[src/rtl/snn_spike_readout_pkg.sv]
// Shared definitions for the spike readout block: register map, field
// positions, the spike event record and the threshold helper.
package snn_pkg;

    localparam int DEF_NEURON_W = 6;
    localparam int DEF_TS_W     = 8;

    localparam logic [1:0] REG_DATA   = 2'd0;
    localparam logic [1:0] REG_STATUS = 2'd1;
    localparam logic [1:0] REG_CTRL   = 2'd2;

    localparam int DATA_VALID_BIT = 31;
    localparam int DATA_TS_LSB    = 8;
    localparam int DATA_IDX_LSB   = 0;

    localparam int STAT_COUNT_LSB = 0;
    localparam int STAT_EMPTY_BIT = 8;
    localparam int STAT_FULL_BIT  = 9;
    localparam int STAT_DROP_LSB  = 16;

    localparam int CTRL_CAP_BIT   = 0;
    localparam int CTRL_IRQ_BIT   = 1;
    localparam int CTRL_FLUSH_BIT = 2;
    localparam int CTRL_THR_LSB   = 8;
    localparam int THR_W          = 5;

    typedef struct packed {
        logic [DEF_TS_W-1:0]     timestep;
        logic [DEF_NEURON_W-1:0] index;
    } spike_evt_t;

    // A zero threshold is treated as one so an enabled irq never fires on an empty FIFO.
    function automatic logic [THR_W-1:0] eff_threshold(input logic [THR_W-1:0] thr);
        return (thr == {THR_W{1'b0}}) ? {{(THR_W-1){1'b0}}, 1'b1} : thr;
    endfunction

endpackage

[src/rtl/snn_spike_readout_if.sv]
// Wishbone classic slave bus between the management SoC and the readout block.
interface snn_spike_readout_if;
    logic        wbs_cyc_i;
    logic        wbs_stb_i;
    logic        wbs_we_i;
    logic [3:0]  wbs_sel_i;
    logic [31:0] wbs_adr_i;
    logic [31:0] wbs_dat_i;
    logic        wbs_ack_o;
    logic [31:0] wbs_dat_o;

    modport master (
        output wbs_cyc_i, wbs_stb_i, wbs_we_i, wbs_sel_i, wbs_adr_i, wbs_dat_i,
        input  wbs_ack_o, wbs_dat_o
    );

    modport slave (
        input  wbs_cyc_i, wbs_stb_i, wbs_we_i, wbs_sel_i, wbs_adr_i, wbs_dat_i,
        output wbs_ack_o, wbs_dat_o
    );
endinterface

[src/rtl/snn_spike_readout_fifo.sv]
// Synchronous FIFO with extra-MSB pointers; flush resets both pointers and
// overrides any push or pop in the same cycle.
module snn_sync_fifo #(
    parameter int WIDTH = 14,
    parameter int DEPTH = 16
) (
    input  logic                     clk,
    input  logic                     rst_n,
    input  logic                     push,
    input  logic                     pop,
    input  logic                     flush,
    input  logic [WIDTH-1:0]         din,
    output logic [WIDTH-1:0]         dout,
    output logic                     full,
    output logic                     empty,
    output logic [$clog2(DEPTH):0]   count
);
    localparam int AW = $clog2(DEPTH);

    logic [WIDTH-1:0] mem [DEPTH];
    logic [AW:0]      wr_ptr_r;
    logic [AW:0]      rd_ptr_r;
    logic             do_push_s;
    logic             do_pop_s;

    assign empty = (wr_ptr_r == rd_ptr_r);
    assign full  = (wr_ptr_r[AW] != rd_ptr_r[AW]) && (wr_ptr_r[AW-1:0] == rd_ptr_r[AW-1:0]);
    assign count = wr_ptr_r - rd_ptr_r;
    assign dout  = mem[rd_ptr_r[AW-1:0]];

    // A push into a full FIFO is accepted only when a pop frees the slot this cycle.
    assign do_pop_s  = pop & ~empty & ~flush;
    assign do_push_s = push & (~full | do_pop_s) & ~flush;

    // Pointer update with flush priority.
    always_ff @(posedge clk) begin
        if (!rst_n) begin
            wr_ptr_r <= '0;
            rd_ptr_r <= '0;
        end else if (flush) begin
            wr_ptr_r <= '0;
            rd_ptr_r <= '0;
        end else begin
            if (do_push_s) wr_ptr_r <= wr_ptr_r + {{AW{1'b0}}, 1'b1};
            if (do_pop_s)  rd_ptr_r <= rd_ptr_r + {{AW{1'b0}}, 1'b1};
        end
    end

    // Storage array write.
    always_ff @(posedge clk) begin
        if (do_push_s) mem[wr_ptr_r[AW-1:0]] <= din;
    end
endmodule

[src/rtl/snn_spike_readout.sv]
// Spike readout: captures snn output spikes into a FIFO and serves them,
// plus status/control, over a Wishbone slave with a threshold interrupt.
module snn_spike_readout #(
    parameter logic [31:0] ADDR_BASE = 32'h3000_0100,
    parameter int          NEURON_W  = snn_pkg::DEF_NEURON_W,
    parameter int          TS_W      = snn_pkg::DEF_TS_W,
    parameter int          DEPTH     = 16
) (
    input  logic                wb_clk_i,
    input  logic                wb_rst_i,
    input  logic                spike_valid_i,
    input  logic [NEURON_W-1:0] spike_idx_i,
    input  logic [TS_W-1:0]     timestep_i,
    snn_spike_readout_if.slave  wb,
    output logic                irq_o
);
    import snn_pkg::*;

    localparam int CW = $clog2(DEPTH) + 1;
    localparam int EW = TS_W + NEURON_W;

    logic              ack_r;
    logic [31:0]       dat_r;
    logic              irq_r;
    logic              capture_en_r;
    logic              irq_en_r;
    logic [THR_W-1:0]  threshold_r;
    logic [15:0]       drop_count_r;

    logic              hit_s;
    logic              access_s;
    logic              rd_s;
    logic              wr_s;
    logic [1:0]        offset_s;
    logic              pop_s;
    logic              push_s;
    logic              flush_s;
    logic              ctrl_wr_s;
    logic              drop_clr_s;
    logic              drop_s;
    logic              irq_next_s;
    logic [EW-1:0]     head_s;
    logic              full_s;
    logic              empty_s;
    logic [CW-1:0]     count_s;
    logic [31:0]       rdata_s;
    logic              unused_bits;

    // Side effects happen on the edge that raises ack, so a held request cannot re-trigger them.
    assign hit_s      = wb.wbs_cyc_i & wb.wbs_stb_i & (wb.wbs_adr_i[31:4] == ADDR_BASE[31:4]);
    assign access_s   = hit_s & ~ack_r;
    assign offset_s   = wb.wbs_adr_i[3:2];
    assign rd_s       = access_s & ~wb.wbs_we_i;
    assign wr_s       = access_s & wb.wbs_we_i;
    assign pop_s      = rd_s & (offset_s == REG_DATA) & ~empty_s;
    assign ctrl_wr_s  = wr_s & (offset_s == REG_CTRL);
    assign flush_s    = ctrl_wr_s & wb.wbs_sel_i[0] & wb.wbs_dat_i[CTRL_FLUSH_BIT];
    assign drop_clr_s = wr_s & (offset_s == REG_STATUS);
    assign push_s     = spike_valid_i & capture_en_r;
    assign drop_s     = push_s & full_s & ~pop_s & ~flush_s;
    assign irq_next_s = irq_en_r & (count_s != {CW{1'b0}})
                      & (32'(count_s) >= 32'(eff_threshold(threshold_r)));

    assign unused_bits = ^{wb.wbs_dat_i[31:13], wb.wbs_dat_i[7:3],
                           wb.wbs_sel_i[3:2], wb.wbs_adr_i[1:0]};

    snn_sync_fifo #(
        .WIDTH (EW),
        .DEPTH (DEPTH)
    ) u_fifo (
        .clk   (wb_clk_i),
        .rst_n (wb_rst_i),
        .push  (push_s),
        .pop   (pop_s),
        .flush (flush_s),
        .din   ({timestep_i, spike_idx_i}),
        .dout  (head_s),
        .full  (full_s),
        .empty (empty_s),
        .count (count_s)
    );

    // Read data multiplexer.
    always_comb begin
        rdata_s = 32'd0;
        case (offset_s)
            REG_DATA: begin
                if (!empty_s) begin
                    rdata_s[DATA_VALID_BIT]             = 1'b1;
                    rdata_s[DATA_TS_LSB +: TS_W]        = head_s[NEURON_W +: TS_W];
                    rdata_s[DATA_IDX_LSB +: NEURON_W]   = head_s[NEURON_W-1:0];
                end else begin
                    rdata_s = 32'd0;
                end
            end
            REG_STATUS: begin
                rdata_s[STAT_COUNT_LSB +: CW] = count_s;
                rdata_s[STAT_EMPTY_BIT]       = empty_s;
                rdata_s[STAT_FULL_BIT]        = full_s;
                rdata_s[STAT_DROP_LSB +: 16]  = drop_count_r;
            end
            REG_CTRL: begin
                rdata_s[CTRL_CAP_BIT]             = capture_en_r;
                rdata_s[CTRL_IRQ_BIT]             = irq_en_r;
                rdata_s[CTRL_THR_LSB +: THR_W]    = threshold_r;
            end
            default: rdata_s = 32'd0;
        endcase
    end

    // Bus response, control/drop registers and interrupt.
    always_ff @(posedge wb_clk_i) begin
        if (!wb_rst_i) begin
            ack_r        <= 1'b0;
            dat_r        <= 32'd0;
            irq_r        <= 1'b0;
            capture_en_r <= 1'b0;
            irq_en_r     <= 1'b0;
            threshold_r  <= {THR_W{1'b0}};
            drop_count_r <= 16'd0;
        end else begin
            ack_r <= access_s;
            dat_r <= rd_s ? rdata_s : 32'd0;
            irq_r <= irq_next_s;
            if (ctrl_wr_s) begin
                if (wb.wbs_sel_i[0]) begin
                    capture_en_r <= wb.wbs_dat_i[CTRL_CAP_BIT];
                    irq_en_r     <= wb.wbs_dat_i[CTRL_IRQ_BIT];
                end
                if (wb.wbs_sel_i[1]) threshold_r <= wb.wbs_dat_i[CTRL_THR_LSB +: THR_W];
            end
            if (drop_clr_s) begin
                drop_count_r <= 16'd0;
            end else if (drop_s && (drop_count_r != 16'hFFFF)) begin
                drop_count_r <= drop_count_r + 16'd1;
            end
        end
    end

    assign wb.wbs_ack_o = ack_r;
    assign wb.wbs_dat_o = dat_r;
    assign irq_o        = irq_r;
endmodule

[src/flat_wrapper.sv]
// flat-port wrapper written by rule: the top's interface ports become plain ports
module snn_spike_readout_flat import snn_pkg::*;
#(
    parameter logic [31:0] ADDR_BASE = 32'h3000_0100,
    parameter int          NEURON_W  = snn_pkg::DEF_NEURON_W,
    parameter int          TS_W      = snn_pkg::DEF_TS_W,
    parameter int          DEPTH     = 16
)
  (wb_clk_i, wb_rst_i, spike_valid_i, spike_idx_i, timestep_i, irq_o, wb_wbs_cyc_i, wb_wbs_stb_i, wb_wbs_we_i, wb_wbs_sel_i, wb_wbs_adr_i, wb_wbs_dat_i, wb_wbs_ack_o, wb_wbs_dat_o);
  snn_spike_readout_if wb_i ();
  input  logic wb_clk_i;
  input  logic wb_rst_i;
  input  logic spike_valid_i;
  input  logic [NEURON_W-1:0] spike_idx_i;
  input  logic [TS_W-1:0] timestep_i;
  output logic irq_o;
  input wire logic [$bits(wb_i.wbs_cyc_i)-1:0] wb_wbs_cyc_i;
  input wire logic [$bits(wb_i.wbs_stb_i)-1:0] wb_wbs_stb_i;
  input wire logic [$bits(wb_i.wbs_we_i)-1:0] wb_wbs_we_i;
  input wire logic [$bits(wb_i.wbs_sel_i)-1:0] wb_wbs_sel_i;
  input wire logic [$bits(wb_i.wbs_adr_i)-1:0] wb_wbs_adr_i;
  input wire logic [$bits(wb_i.wbs_dat_i)-1:0] wb_wbs_dat_i;
  output wire logic [$bits(wb_i.wbs_ack_o)-1:0] wb_wbs_ack_o;
  output wire logic [$bits(wb_i.wbs_dat_o)-1:0] wb_wbs_dat_o;
  assign wb_i.wbs_cyc_i = wb_wbs_cyc_i;
  assign wb_i.wbs_stb_i = wb_wbs_stb_i;
  assign wb_i.wbs_we_i = wb_wbs_we_i;
  assign wb_i.wbs_sel_i = wb_wbs_sel_i;
  assign wb_i.wbs_adr_i = wb_wbs_adr_i;
  assign wb_i.wbs_dat_i = wb_wbs_dat_i;
  assign wb_wbs_ack_o = wb_i.wbs_ack_o;
  assign wb_wbs_dat_o = wb_i.wbs_dat_o;
  snn_spike_readout #(.ADDR_BASE(ADDR_BASE), .NEURON_W(NEURON_W), .TS_W(TS_W), .DEPTH(DEPTH)) u_core (.wb_clk_i(wb_clk_i), .wb_rst_i(wb_rst_i), .spike_valid_i(spike_valid_i), .spike_idx_i(spike_idx_i), .timestep_i(timestep_i), .wb(wb_i), .irq_o(irq_o));
endmodule
[config.mk]
export PLATFORM = sky130hd
export DESIGN_NAME = snn_spike_readout_flat
export DESIGN_NICKNAME = d
export VERILOG_FILES = /design/src/rtl/snn_spike_readout_pkg.sv /design/src/rtl/snn_spike_readout_if.sv /design/src/rtl/snn_spike_readout_fifo.sv /design/src/rtl/snn_spike_readout.sv /design/src/flat_wrapper.sv
export SDC_FILE = /design/constraint.sdc
export NUM_CORES = 1
export LEC_CHECK = 0
export ABC_AREA = 1
export ABC_CLOCK_PERIOD_IN_PS = 4100
export CAP_MARGIN = 30
export CORE_MARGIN = 4
export CORE_UTILIZATION = 56
export CTS_CLUSTER_SIZE = 8
export DETAILED_ROUTE_END_ITERATION = 10
export GPL_TIMING_DRIVEN = 0
export PLACE_DENSITY = 0.78
export SKIP_CTS_REPAIR_TIMING = 1
export SYNTH_ARGS = -nofsm -noshare
export SYNTH_HDL_FRONTEND = slang
export SYNTH_HIERARCHICAL = 1
export SYNTH_SLANG_ARGS = --single-unit
export TNS_END_PERCENT = 20
[constraint.sdc]
create_clock -name wb_clk_i -period 4.1 [get_ports wb_clk_i]
set_input_delay 0.82 -clock wb_clk_i [delete_from_list [all_inputs] [get_ports wb_clk_i]]
set_output_delay 0.82 -clock wb_clk_i [all_outputs]
set_load 0.05 [all_outputs]
* Word level (Yosys, flattened, before mapping)
Memories as Yosys holds them, arrays and structs flattened. A register that Yosys moved wholly into a read port is not among the register bits.
Cells that the tools add are included.
** Word-level totals
- Register bits after elaboration :: 67
- RAM bits :: 224
- Input port bits :: 88
- Output and inout bits :: 34
- Memories kept :: 1
** Cells by class
- Add/subtract/negate cells :: 4
- $lt $le $gt $ge :: 1
- Equal/unequal tests :: 7
- Mux-type cells :: 13
- Bitwise gates (word level) :: 31
- Reduce and logical (&&, ||, !) cells :: 11
** Memory list
- u_core.u_fifo.mem :: depth 16, width 14, read ports 1, clocked after Yosys merged registers in 1, write ports 1, line snn_spike_readout_fifo.sv:20 : logic [WIDTH-1:0] mem [DEPTH];
** Operators with widths (number)
- 16-bit one-hot mux with 2 select lines :: 1
- 28-bit by 26-bit equality test with 1-bit output (second input constant) :: 1
- 1-bit AND :: 21
- 16-bit by 1-bit adder with 16-bit output (second input constant) :: 1
- 16-bit inequality test (second input constant) :: 1
- 2-bit one-hot mux with 3 select lines :: 2
- 3-bit one-hot mux with 2 select lines :: 2
- 5-bit by 1-bit adder with 5-bit output (second input constant) :: 2
- 5-bit 2-to-1 mux :: 2
- 1-bit inverter :: 9
- 4-bit 2-to-1 mux :: 2
- 6-bit 2-to-1 mux :: 1
- 2-bit AND reduction :: 3
- 5-bit equality test :: 1
- 5-bit >= comparator :: 1
- 5-bit zero test :: 1
- 5-bit nonzero test :: 1
- 5-bit subtractor :: 1
- 4-bit equality test :: 1
- 2-bit OR reduction :: 2
- 4-bit OR reduction :: 1
- 1-bit 2-to-1 mux :: 3
- 2-bit by 1-bit equality test with 1-bit output (second input constant) :: 1
- 2-bit equality test (second input constant) :: 1
- other kinds (4) :: 5

* Longest topological paths before layout
Gate-level depths: netlist (run 1).
- Word-level depth :: 14
- Depth in mapped cells :: 17
- Mapped depth without buffers :: 16

* Hierarchy
The synthesis (run 1) kept the hierarchy.
** By module, submodules not included
- snn_sync_fifo :: times used 1, cells an instance 839, area an instance 10244.8 um^2
- snn_spike_readout :: times used 1, cells an instance 393, area an instance 2700.1 um^2

* Least setup slack after synthesis (run 1)
Ideal clock, no wire load.
- Kind :: register -> register
- Start point :: register u_core.u_fifo.wr_ptr_r[0]
- End point :: memory u_core.u_fifo.mem[0][0] (enable)
- Arrival :: 2.705 ns
- Path slack :: 1.011 ns
- Cell stages (with the launch flop) :: 16
- Path buffers :: 0
- Period minus slack after synthesis :: 3.089 ns
- Path through :: dfxtp_1 > inv_1 > ha_1 > nand2_1 > nor2_4 > nand2_2 > inv_1 > inv_1 > nand2_1 > nor3_1 > nand2_1 > nand3_4 > nand3_2 > inv_2 > nand2_2 > nor2_1
** On the way
- Cells in the longest elaborated chain, start to end :: 10
** Ends and longest elaborated chain
- start: declaration :: line snn_spike_readout_fifo.sv:21 : logic [AW:0] wr_ptr_r;
- start signal: assignment :: line snn_spike_readout_fifo.sv:44 : if (do_push_s) wr_ptr_r <= wr_ptr_r + {{AW{1'b0}}, 1'b1};
- 5-bit equality test :: line snn_spike_readout_fifo.sv:26 : assign empty = (wr_ptr_r == rd_ptr_r);
- net u_core.empty_s :: line snn_spike_readout.sv:44 : logic empty_s;
- 1-bit inverter :: line snn_spike_readout.sv:55 : assign pop_s = rd_s & (offset_s == REG_DATA) & ~empty_s;
- 1-bit AND :: line snn_spike_readout.sv:55
- net u_core.pop_s :: line snn_spike_readout.sv:35 : logic pop_s;
- 1-bit AND (2 in a row) :: line snn_spike_readout_fifo.sv:32 : assign do_pop_s = pop & ~empty & ~flush;
- 1-bit bitwise OR :: line snn_spike_readout_fifo.sv:33 : assign do_push_s = push & (~full | do_pop_s) & ~flush;
- 1-bit AND (2 in a row) :: line snn_spike_readout_fifo.sv:33
- 1-bit 2-to-1 mux :: line snn_spike_readout_fifo.sv:51 : if (do_push_s) mem[wr_ptr_r[AW-1:0]] <= din;
- 1-bit 2-to-1 mux (not written as such) :: line snn_spike_readout_fifo.sv:51
- end: declaration :: line snn_spike_readout_fifo.sv:20
The timed path passes the listed nets, and every way through them passes these cells.

* Worst setup path after layout (run 1)
- Start point :: register u_core.u_fifo.wr_ptr_r[0]
- End point :: memory u_core.u_fifo.mem[9][5] (enable)
The elaborated chain is that of the path after synthesis.

==> results of run 1 <==
[worst min-delay path, stage by stage, from the launching register on]
cell and delay, ns:
dfxtp_1 0.30, o41ai_1 0.07, nor3_1 0.05
[cells by family after synthesis]
group,after synthesis
AND/OR/NAND/NOR,447
flip-flops,293
buffers and inverters,262
other,1
XOR/XNOR,9
AO/OA/AOI/OAI,204
adder cells (fa/ha/maj),16
[layout make-up]
| cell class | instances | area, µm² | share of cell area |
|---|---|---|---|
| tap | 285 | 357 | 0.0229 |
| timing repair buffer | 106 | 1050 | 0.0675 |
| clock inverter | 4 | 67.6 | 0.00435 |
| inverter | 206 | 773 | 0.0498 |
| clock buffer | 54 | 1100 | 0.0705 |
| antenna | 1 | 2.50 | 0.000161 |
| sequential | 293 | 8110 | 0.522 |
| buffer | 56 | 417 | 0.0268 |
| multi-input combinational | 678 | 3670 | 0.236 |
[cells in the mapped netlist, types with 3 or more instances]
library cell	number	area, µm²
a21oi_1	49	245
a21oi_2	23	201
a22oi_1	5	37.5
buf_1	5	18.8
buf_2	17	85.1
buf_4	7	52.6
buf_6	19	214
clkbuf_1	3	11.3
clkbuf_2	4	20.0
dfxtp_1	69	1380
edfxtp_1	224	6730
ha_1	15	188
inv_1	199	747
inv_2	6	22.5
nand2_1	181	679
nand2_2	12	75.1
nand3_1	108	541
nand4_1	19	119
nor2_1	91	342
nor2_2	3	18.8
nor3_1	25	125
o211ai_1	45	338
o211ai_2	11	138
o21ai_0	14	70.1
o21ai_1	45	225
o22ai_1	3	18.8
xor2_1	7	61.3
[through the flow]
| step | instance area (µm²) | power, W | std cells | setup slack [ns] | utilization |
|---|---|---|---|---|---|
| 2_1_floorplan | 12900 | 0.00328 | 1233 | 1.01 | - |
| 3_3_place_gp | 14200 | 0.00338 | 1609 | -0.444 | 0.626 |
| 3_5_place_dp | 14400 | 0.00338 | 1624 | -0.206 | 0.632 |
| 4_1_cts | 15500 | 0.00642 | 1682 | 0.0471 | 0.683 |
| 5_1_grt | 15500 | 0.00656 | 1682 | 0.111 | 0.684 |
| 6_report | 15500 | 0.00637 | 1683 | 0.359 | 0.684 |
[flip-flops by register name, indices dropped and copies added, names as in the netlist, named ones only]
signal and cells:
u_core/wb.wbs_ack_o 1, u_core/threshold_r 5, u_core/u_fifo/wr_ptr_r 5, u_core/u_fifo/rd_ptr_r 5, u_core/irq_o 1, u_core/wb.wbs_dat_o 30
u_core/capture_en_r 1, u_core/drop_count_r 16, u_core/u_fifo/mem 224, u_core/irq_en_r 1
[routing by layer]
metal / up-vias / GRT usage / wire, µm / part of all wire
met2: 455 / 0.448 / 16700 / 0.50
met3: 106 / 0.0581 / 2850 / 0.084
met1: 4498 / 0.327 / 12800 / 0.38
met4: 0 / 0.0888 / 1300 / 0.039
met5: - / 0 / 0 / 0
li1: 4477 / - / - / -
[power groups by stage]
| stage | registers, W | clock network, W | logic (W) |
|---|---|---|---|
| after CTS | 0.00320 | 0.00309 | 0.000131 |
| after detailed placement | 0.00325 | 0 | 0.000131 |
| after global placement | 0.00325 | 0 | 0.000128 |
| final | 0.00320 | 0.00304 | 0.000131 |
| after floorplan | 0.00325 | 0 | 0.0000266 |
| after global routing | 0.00319 | 0.00322 | 0.000141 |
[how the worst max path moves through the flow]
stage,from,to,slack (ns)
2_1_floorplan,u_core/u_fifo/wr_ptr_r[0]$_SDFFE_PP0P_,u_core/u_fifo/mem[0][0]$_DFFE_PP_,1.01
3_3_place_gp,wb_wbs_cyc_i,u_core/u_fifo/mem[5][8]$_DFFE_PP_,-0.44
3_5_place_dp,wb_wbs_cyc_i,u_core/u_fifo/mem[3][9]$_DFFE_PP_,-0.21
4_1_cts,u_core/u_fifo/wr_ptr_r[0]$_SDFFE_PP0P_,u_core/u_fifo/mem[3][9]$_DFFE_PP_,0.05
5_1_grt,u_core/u_fifo/wr_ptr_r[0]$_SDFFE_PP0P_,u_core/u_fifo/mem[5][4]$_DFFE_PP_,0.11
6_report,u_core/u_fifo/wr_ptr_r[0]$_SDFFE_PP0P_,u_core/u_fifo/mem[9][5]$_DFFE_PP_,0.36
==> results.tsv, run 1 <==
stage	metric	value	unit
synthesis	Netlist Area Pre-Place	12900	µm²
pwr	Peak VDD IR	0.355	mV
synthesis	number of flops mapped to enable cells by yosys	224	
synthesis	post-synthesis mux area share	0	
worst_setup_path	Cell Chain, Critical Path	inv_1 -> ha_1 -> nand2_1 -> nor2_4 -> nand2_2 -> inv_1 -> inv_1 -> nand2_1 -> nor3_2 -> nand2_1 -> nand3_4 -> nand3_2 -> inv_2 -> nand2_2 -> nor2_1 -> buf_6	
finish	commonest non-fill, non-tap cell in the layout	edfxtp_1	
global_routing	GRT Total Usage	0.260	
synthesis	area share of and/or/nand/nor cells after synthesis	0.154	
global_routing	largest net degree at the start of global routing	17	
clock_network	Worst-path clk slew	0.05	ns
pwr	leakage power	5.90	nW
drt	1st-iter DRT viols	1202	
finish	layout net count	1487	
timing	Worst-Margin Slew	0.881	ns
synthesis	async set-reset flop share out of synthesis	0	
floorplanning	row count	55	
synthesis	Synth Area per Inst	10.5	µm²
timing	fin crit period	3.74	ns
worst_setup_path	path depth of the worst reg2reg path	16	
pwr	power per cell area	410	nW/µm²
clock_network	clk_lat worst skew	0.53	ns
synthesis	Main synth FF type	edfxtp_1	
worst_setup_path	Top Family by Delay on Critical Path	simple AND/OR/NAND/NOR gates	
timing	Fmax	267	MHz
timing	fin crit share	0.913	
placed_design	Port Buffers	91	
global_routing	initial antenna violation count	0	
worst_setup_path	Worst R2R Setup Slack	0.36	ns
clock_network	worst-case clock buffer depth	3	
synthesis	Synth Area in Compound Gates	0.105	
synthesis	main combinational cell family by area after synthesis	simple AND/OR/NAND/NOR gates	
synthesis	sequential area share after synthesis	0.626	
floorplanning	IO Pins	122	
synthesis	#FFs+latches synth	293	
floorplanning	Die Ht	160	µm
drt	vias	9536	
global_routing	grt ovf	0	
drt	DR vias/cell	5.67	
finish	most frequent cells in the layout	224 x edfxtp_1, 199 x inv_1, 181 x nand2_1	
drt	number of detailed-route iterations in the first pass	8	
worst_hold_path	hold path startpoint	u_core/irq_en_r$_SDFFE_PN0P_	
placed_design	GP Congestion	0.916	
placed_design	Detailed Place HPWL	23600	µm
floorplanning	Chip Width	160	µm
synthesis	Synth cell types	45	
drt	Final ANT Viol Nets	0	
synthesis	YS warnings	6	
floorplanning	Initial Utilization	0.570	
worst_hold_path	worst hold stages	2	
timing	RSZ-0062 raised after global routing	false	
timing	Worst slew margin	0.412	
worst_setup_path	Crit Path Max Fanout	9	
worst_setup_path	crit-path max cell delay	0.58	ns
worst_setup_path	crit path kind	reg -> reg	
synthesis	XOR/XNOR Fraction of Synth Area	0.00609	
worst_setup_path	required time of the worst setup path	4.33	ns
drt	Routed Wire Length	33700	µm
timing	endpoints failing setup	0	
finish	synthesis-to-layout area growth	20.1	%
worst_hold_path	worst min path class	reg -> reg	
timing	Final Max Slew Viols	0	
finish	fraction of layout cells with a size suffix above 1	0.129	
floorplanning	area of the die	25600	µm²
synthesis	Post-Synth Adder-Cell Area	0.0160	
worst_setup_path	WP buf/inv	5	
clock_network	CTS tree	built	
clock_network	TritonCTS buffer count	42	
worst_setup_path	worst reg2reg path endpoint	u_core/u_fifo/mem[9][5]$_DFFE_PP_	
timing	Final Hold Vio Count	0	
global_routing	vias in the first global route	9455	
worst_setup_path	FF-to-FF Start	u_core/u_fifo/wr_ptr_r[0]$_SDFFE_PP0P_	
clock_network	CTS Sinks	293	
timing	clock skew	0.0150	ns
pwr	Pint	0.00511	W
pwr	Seq pwr share	0.502	
worst_setup_path	WP depth	16	
worst_setup_path	Slowest-stage cell, CP	nor2_1	
synthesis	Syn Inst Count	1232	
pwr	Clock Power Share	0.477	
run_status	outcome	completed	
timing	Setup TNS Final	0	ns
finish	Fillers	1620	
floorplanning	CORE AREA	22700	µm²
drt	# DRC	0	
run	max_cap viols	0	
worst_setup_path	CP Data Arrival Time	3.98	ns
worst_hold_path	Hold Path Sink	u_core/irq_o$_SDFF_PN0_	
clock_network	H-tree depth	2	
clock_network	Root Buffer	clkbuf_16	
pwr	sw frac	0.198	
drt	DR WL/cell	20.0	µm
global_routing	first-pass GRT wire length	52200	µm
worst_setup_path	CP Launch Type	flip-flop	
pwr	Comb pwr share	0.021	
pwr	sw power	0.00126	W
worst_setup_path	Crit. End Element	flip-flop	
timing	worst hold slack	0.471	ns
Note: power is estimated with default switching activity, not from simulation.
==> inputs of run 2 (changes only) <==
--- a/config.mk
+++ b/config.mk
@@ -12,7 +12,7 @@
 export CORE_UTILIZATION = 56
 export CTS_CLUSTER_SIZE = 8
 export DETAILED_ROUTE_END_ITERATION = 10
-export GPL_TIMING_DRIVEN = 0
+export GPL_TIMING_DRIVEN = 1
 export PLACE_DENSITY = 0.78
 export SKIP_CTS_REPAIR_TIMING = 1
 export SYNTH_ARGS = -nofsm -noshare
==> run 2 against run 1 <==
Effect of this change:
- count of clock-buffer cells in the layout is 2 higher
- critical path type unchanged
- combinational power decreased by 11%
- worst setup slack improved by 0.38 ns
- largest cell class unchanged
==> results.tsv, run 2 (synthesis results as in run 1) <==
stage	metric	value	unit	change
worst_setup_path	WP buf/inv	6		+1
clock_network	clk_lat worst skew	0.52	ns	about the same
global_routing	vias in the first global route	8969		-5.1%
worst_setup_path	Crit. End Element	flip-flop		
drt	Final ANT Viol Nets	0		unchanged
clock_network	Root Buffer	clkbuf_16		
finish	commonest non-fill, non-tap cell in the layout	edfxtp_1		
finish	n_diodes	0		-1
global_routing	grt ovf	0		unchanged
pwr	power per cell area	415	nW/µm²	+1.3%
floorplanning	IO Pins	122		unchanged
drt	vias	9177		-3.8%
pwr	Peak VDD IR	0.420	mV	+18%
worst_setup_path	Crit Path Max Fanout	9		unchanged
placed_design	GP Congestion	0.858		-6.4%
worst_setup_path	CP Data Arrival Time	3.57	ns	-0.41 ns
timing	fin crit period	3.36	ns	-0.379 ns
timing	endpoints failing setup	0		unchanged
placed_design	Port Buffers	91		unchanged
timing	final worst slack	0.738	ns	+0.379 ns
timing	Fmax	297	MHz	+11%
placed_design	pre-CTS setup slack	0.637	ns	+0.843 ns
clock_network	TritonCTS buffer count	42		unchanged
drt	Routed Wire Length	30400	µm	-9.8%
drt	number of detailed-route iterations in the first pass	5		-3
worst_setup_path	Top Family by Delay on Critical Path	simple AND/OR/NAND/NOR gates		
worst_setup_path	required time of the worst setup path	4.31	ns	-0.02 ns
worst_setup_path	WP depth	17		+1
floorplanning	area of the die	25600	µm²	unchanged
clock_network	Worst-path clk slew	0.05	ns	about the same
floorplanning	Die Ht	160	µm	unchanged
clock_network	CTS tree	built		
floorplanning	Initial Utilization	0.570		unchanged
finish	number of flip-flops in the largest register	224		unchanged
timing	fin crit share	0.820		-0.0925
timing	Worst-Margin Slew	0.906	ns	+0.0252 ns
worst_setup_path	crit-path max cell delay	0.43	ns	-0.15 ns
global_routing	first-pass GRT wire length	48100	µm	-7.8%
drt	# DRC	0		unchanged
pwr	leakage power	5.75	nW	-2.5%
timing	Final Hold Vio Count	0		unchanged
clock_network	CTS Sinks	293		unchanged
worst_setup_path	path depth of the worst reg2reg path	17		+1
worst_setup_path	CP Launch Type	flip-flop		
run_status	outcome	completed		
timing	Worst slew margin	0.395		-0.0176
floorplanning	Chip Width	160	µm	unchanged
worst_hold_path	worst min path class	reg -> reg		
finish	layout net count	1451		-2.4%
floorplanning	CORE AREA	22700	µm²	unchanged
timing	RSZ-0062 raised after global routing	false		
worst_setup_path	crit path kind	reg -> reg		
clock_network	worst-case clock buffer depth	3		unchanged
worst_setup_path	Slowest-stage cell, CP	dfxtp_1		
worst_setup_path	Cell Chain, Critical Path	inv_1 -> ha_1 -> nand2_1 -> nor2_4 -> nand2_2 -> inv_1 -> inv_1 -> nand2_1 -> nor3_1 -> buf_4 -> nand2_1 -> nand3_4 -> nand3_2 -> inv_2 -> nand2_2 -> nor2_1 -> buf_4		
timing	clock skew	0.0137	ns	-0.00126 ns
global_routing	GRT Total Usage	0.235		-0.0255
global_routing	initial antenna violation count	2		+2
drt	DR vias/cell	5.57		-1.7%
drt	DR WL/cell	18.5	µm	-7.8%
run	max_cap viols	0		unchanged
finish	fraction of layout cells with a size suffix above 1	0.108		-0.0209
global_routing	largest net degree at the start of global routing	117		+100
floorplanning	row count	55		unchanged
finish	synthesis-to-layout area growth	18.6	%	
timing	Final Max Slew Viols	0		unchanged
timing	Setup TNS Final	0	ns	unchanged
drt	1st-iter DRT viols	848		-29%
placed_design	Detailed Place HPWL	18700	µm	-21%
worst_hold_path	worst hold stages	2		unchanged
finish	Fillers	1640		+1.2%
clock_network	H-tree depth	2		unchanged
finish	most frequent cells in the layout	224 x edfxtp_1, 199 x inv_1, 181 x nand2_1		
worst_setup_path	Worst R2R Setup Slack	0.74	ns	+0.38 ns
## run 2: where the power goes
part | leakage [nW] | switching (W) | total, W | internal, W
combinational | 2.62 | 0.0000606 | 0.000116 | 0.0000549
clock | 0.563 | 0.00117 | 0.00306 | 0.00189
sequential | 2.57 | 0.0000000000000186 | 0.00320 | 0.00320
## run 2: worst paths after layout
| path | start | endpoint |
|---|---|---|
| worst max-delay path | u_core/u_fifo/wr_ptr_r[0]$_SDFFE_PP0P_ | u_core/u_fifo/mem[14][0]$_DFFE_PP_ |
| worst min-delay path | u_core/irq_en_r$_SDFFE_PN0P_ | u_core/irq_o$_SDFF_PN0_ |
| worst max register to register | u_core/u_fifo/wr_ptr_r[0]$_SDFFE_PP0P_ | u_core/u_fifo/mem[14][0]$_DFFE_PP_ |
| worst min register to register | u_core/irq_en_r$_SDFFE_PN0P_ | u_core/irq_o$_SDFF_PN0_ |
## run 2: through the flow
step	utilization	area, µm²	instances	hold slack, ns	total power, W
3_5_place_dp	0.625	14200	1588	0.450	0.00337
2_1_floorplan	-	12900	1233	0.427	0.00328
6_report	0.676	15400	1647	0.465	0.00637
3_3_place_gp	0.625	14200	1588	0.449	0.00336
5_1_grt	0.676	15400	1647	0.494	0.00658
4_1_cts	0.676	15400	1647	0.460	0.00642
## run 2: layout make-up
type                       instances  area, µm²  area share
sequential                       293       8120       0.529
multi-input combinational        678       3650       0.238
timing repair buffer             126       1300      0.0846
clock buffer                      56       1120      0.0733
inverter                         206        773      0.0504
tap                              285        357      0.0232
clock inverter                     3       33.8     0.00220
## run 2: layer usage
layer,track usage,up-vias,part of all wire,wire [µm]
met1,0.299,4345,0.40,12000
met5,0,-,0.00099,30
met4,0.0892,4,0.038,1150
met3,0.0483,92,0.073,2220
li1,-,4392,-,-
met2,0.398,344,0.49,14900
## run 2: worst register-to-register path, stage by stage, from the launching register on
cell and delay (ns):
dfxtp_1 0.43, inv_1 0.14, ha_1 0.34, nand2_1 0.14
nor2_4 0.06, nand2_2 0.15, inv_1 0.09, inv_1 0.08
nand2_1 0.10, nor3_1 0.23, buf_4 0.19, nand2_1 0.11
nand3_4 0.13, nand3_2 0.15, inv_2 0.15, nand2_2 0.09
nor2_1 0.19, buf_4 0.27
==> inputs of run 3 (changes only) <==
--- a/config.mk
+++ b/config.mk
@@ -6,7 +6,7 @@
 export NUM_CORES = 1
 export LEC_CHECK = 0
 export ABC_AREA = 1
-export ABC_CLOCK_PERIOD_IN_PS = 4100
+export ABC_CLOCK_PERIOD_IN_PS = 3440
 export CAP_MARGIN = 30
 export CORE_MARGIN = 4
 export CORE_UTILIZATION = 56
==> constraint.sdc (replaced) <==
create_clock -name wb_clk_i -period 3.44 [get_ports wb_clk_i]
set_input_delay 0.688 -clock wb_clk_i [delete_from_list [all_inputs] [get_ports wb_clk_i]]
set_output_delay 0.688 -clock wb_clk_i [all_outputs]
set_load 0.05 [all_outputs]
==> run 3 against run 2 <==
Effect of this change:
- die area unchanged
- global-route usage down 0.84 points
- maximum frequency up 6.7%
- largest power group unchanged
- clock skew up 0.021 ns
- utilization up 0.18 points
- critical endpoint is now u_core/u_fifo/mem[13][13]$_DFFE_PP_
- non-clock buffer count up 12
- combinational power up 22%
- register-to-register slack worse by 0.45 ns
- critical path type unchanged
- clock power up 19%
- highest routed layer is now met4
- final cell count up 0.73%
- sequential power up 19%
- wire length down 3.4%
==> results.tsv, run 3 (synthesis results as in run 1) <==
stage	metric	value	unit	change
global_routing	initial antenna violation count	0		-2
timing	Worst-Margin Slew	0.718	ns	-0.188 ns
finish	fraction of layout cells with a size suffix above 1	0.116		+0.00779
finish	n_diodes	0		unchanged
timing	Final Hold Vio Count	0		unchanged
pwr	power per cell area	492	nW/µm²	+19%
global_routing	largest net degree at the start of global routing	83		-29%
drt	1st-iter DRT viols	830		-2.1%
worst_setup_path	Worst R2R Setup Slack	0.29	ns	-0.45 ns
worst_setup_path	required time of the worst setup path	3.66	ns	-0.65 ns
drt	metal1 wirelength	12000	µm	-0.67%
worst_setup_path	path depth of the worst reg2reg path	17		unchanged
worst_setup_path	CP Launch Type	flip-flop		
timing	RSZ-0062 raised after global routing	false		
worst_setup_path	Crit Path Max Fanout	11		+2
finish	most frequent cells in the layout	224 x edfxtp_1, 199 x inv_1, 181 x nand2_1		
drt	Routed Wire Length	29400	µm	-3.4%
clock_network	worst-case clock buffer depth	3		unchanged
worst_setup_path	CP startpoint	u_core/u_fifo/wr_ptr_r[0]$_SDFFE_PP0P_		
worst_setup_path	end point of the critical path	u_core/u_fifo/mem[13][13]$_DFFE_PP_		
clock_network	TritonCTS buffer count	42		unchanged
worst_setup_path	crit path kind	reg -> reg		
placed_design	Detailed Place HPWL	18600	µm	-0.73%
timing	Fmax	317	MHz	+6.7%
drt	# DRC	0		unchanged
drt	wire length on met2	14700	µm	-1.3%
placed_design	GP Congestion	0.897		+4.6%
finish	layout net count	1463		+0.83%
floorplanning	Die Ht	160	µm	unchanged
run	max_cap viols	0		unchanged
worst_setup_path	worst reg2reg path endpoint	u_core/u_fifo/mem[13][13]$_DFFE_PP_		
floorplanning	IO Pins	122		unchanged
placed_design	Port Buffers	91		unchanged
global_routing	GRT Total Usage	0.226		-0.00845
drt	vias	9108		-0.75%
worst_hold_path	worst min path class	reg -> reg		
drt	DR top layer	met4		
clock_network	Root Buffer	clkbuf_16		
drt	number of detailed-route iterations in the first pass	7		+2
drt	Final ANT Viol Nets	0		unchanged
drt	routed wl met3	1770	µm	-20%
timing	Worst slew margin	0.522		+0.127
finish	commonest non-fill, non-tap cell in the layout	edfxtp_1		
timing	worst hold slack	0.465	ns	-0.000557 ns
global_routing	vias in the first global route	8948		-0.23%
drt	DR WL/cell	17.7	µm	-4.1%
floorplanning	Initial Utilization	0.570		unchanged
drt	DR vias/cell	5.49		-1.5%
run_status	outcome	completed		
global_routing	first-pass GRT wire length	46400	µm	-3.6%
finish	number of flip-flops in the largest register	224		unchanged
floorplanning	Chip Width	160	µm	unchanged
timing	fin crit period	3.15	ns	-0.211 ns
timing	Setup TNS Final	0	ns	unchanged
clock_network	CTS tree	built		
pwr	Peak VDD IR	0.470	mV	+12%
floorplanning	area of the die	25600	µm²	unchanged
clock_network	clk_lat worst skew	0.54	ns	+0.02 ns
floorplanning	row count	55		unchanged
timing	Final Max Slew Viols	0		unchanged
clock_network	Worst-path clk slew	0.05	ns	about the same
timing	fin crit share	0.916		+0.0961
timing	clock skew	0.0342	ns	+0.0205 ns
finish	synthesis-to-layout area growth	18.9	%	
worst_setup_path	FF-to-FF Start	u_core/u_fifo/wr_ptr_r[0]$_SDFFE_PP0P_		
timing	endpoints failing setup	0		unchanged
worst_setup_path	Crit. End Element	flip-flop		
floorplanning	CORE AREA	22700	µm²	unchanged
clock_network	CTS Sinks	293		unchanged
worst_hold_path	hold path startpoint	u_core/irq_en_r$_SDFFE_PN0P_		
clock_network	H-tree depth	2		unchanged
global_routing	grt ovf	0		unchanged
pwr	leakage power	5.80	nW	+0.79%
worst_setup_path	CP Data Arrival Time	3.37	ns	-0.20 ns
run 3: cell type report:
type	count	area (µm²)
clock buffers	55	1100
clock inverters	4	60.1
fillers	1604	7310
inverters	206	773
multi-input cells	678	3650
flip-flops and latches	293	8120
well taps	285	357
repair buffers	138	1340
run 3: worst max-delay path, stage by stage, from the launching register on:
cell     delay (ns)
dfxtp_1        0.42
inv_1          0.13
ha_1           0.35
nand2_1        0.16
nor2_4         0.06
nand2_2        0.15
inv_1          0.06
inv_1          0.09
nand2_1        0.10
nor3_1         0.18
buf_4          0.16
nand2_1        0.12
nand3_4        0.12
nand3_2        0.08
inv_2          0.12
nand2_2        0.09
nor2_1         0.25
buf_12         0.19
run 3: how the worst min path moves through the flow:
stage	slack (ns)	cells past startpoint	endpoint
after floorplan	0.43	2	u_core/irq_o$_SDFF_PN0_
after global routing	0.48	2	u_core/irq_o$_SDFF_PN0_
final	0.46	2	u_core/irq_o$_SDFF_PN0_
after detailed placement	0.46	2	u_core/irq_o$_SDFF_PN0_
after global placement	0.44	2	u_core/irq_o$_SDFF_PN0_
after CTS	0.46	2	u_core/irq_o$_SDFF_PN0_
run 3: where the power goes:
part	total, W	switching (W)	internal, W
registers	0.00381	0.0000000000000238	0.00381
logic	0.000141	0.0000737	0.0000669
clock network	0.00363	0.00141	0.00221
run 3: per-stage QoR:
step / worst slack [ns] / utilization / power, W / cells / area (µm²)
CTS: 0.307 / 0.678 / 0.00763 / 1659 / 15400
detailed placement: 0.251 / 0.627 / 0.00401 / 1600 / 14200
global placement: 0.282 / 0.627 / 0.00401 / 1600 / 14200
global route: 0.0767 / 0.678 / 0.00782 / 1659 / 15400
floorplan: 0.351 / - / 0.00391 / 1233 / 12900
finish: 0.289 / 0.678 / 0.00758 / 1659 / 15400
run 3: layer usage:
layer	vias up	track usage
met3	67	0.0403
met1	4300	0.298
met5	-	0
li1	4423	-
met2	318	0.380
met4	0	0.0825
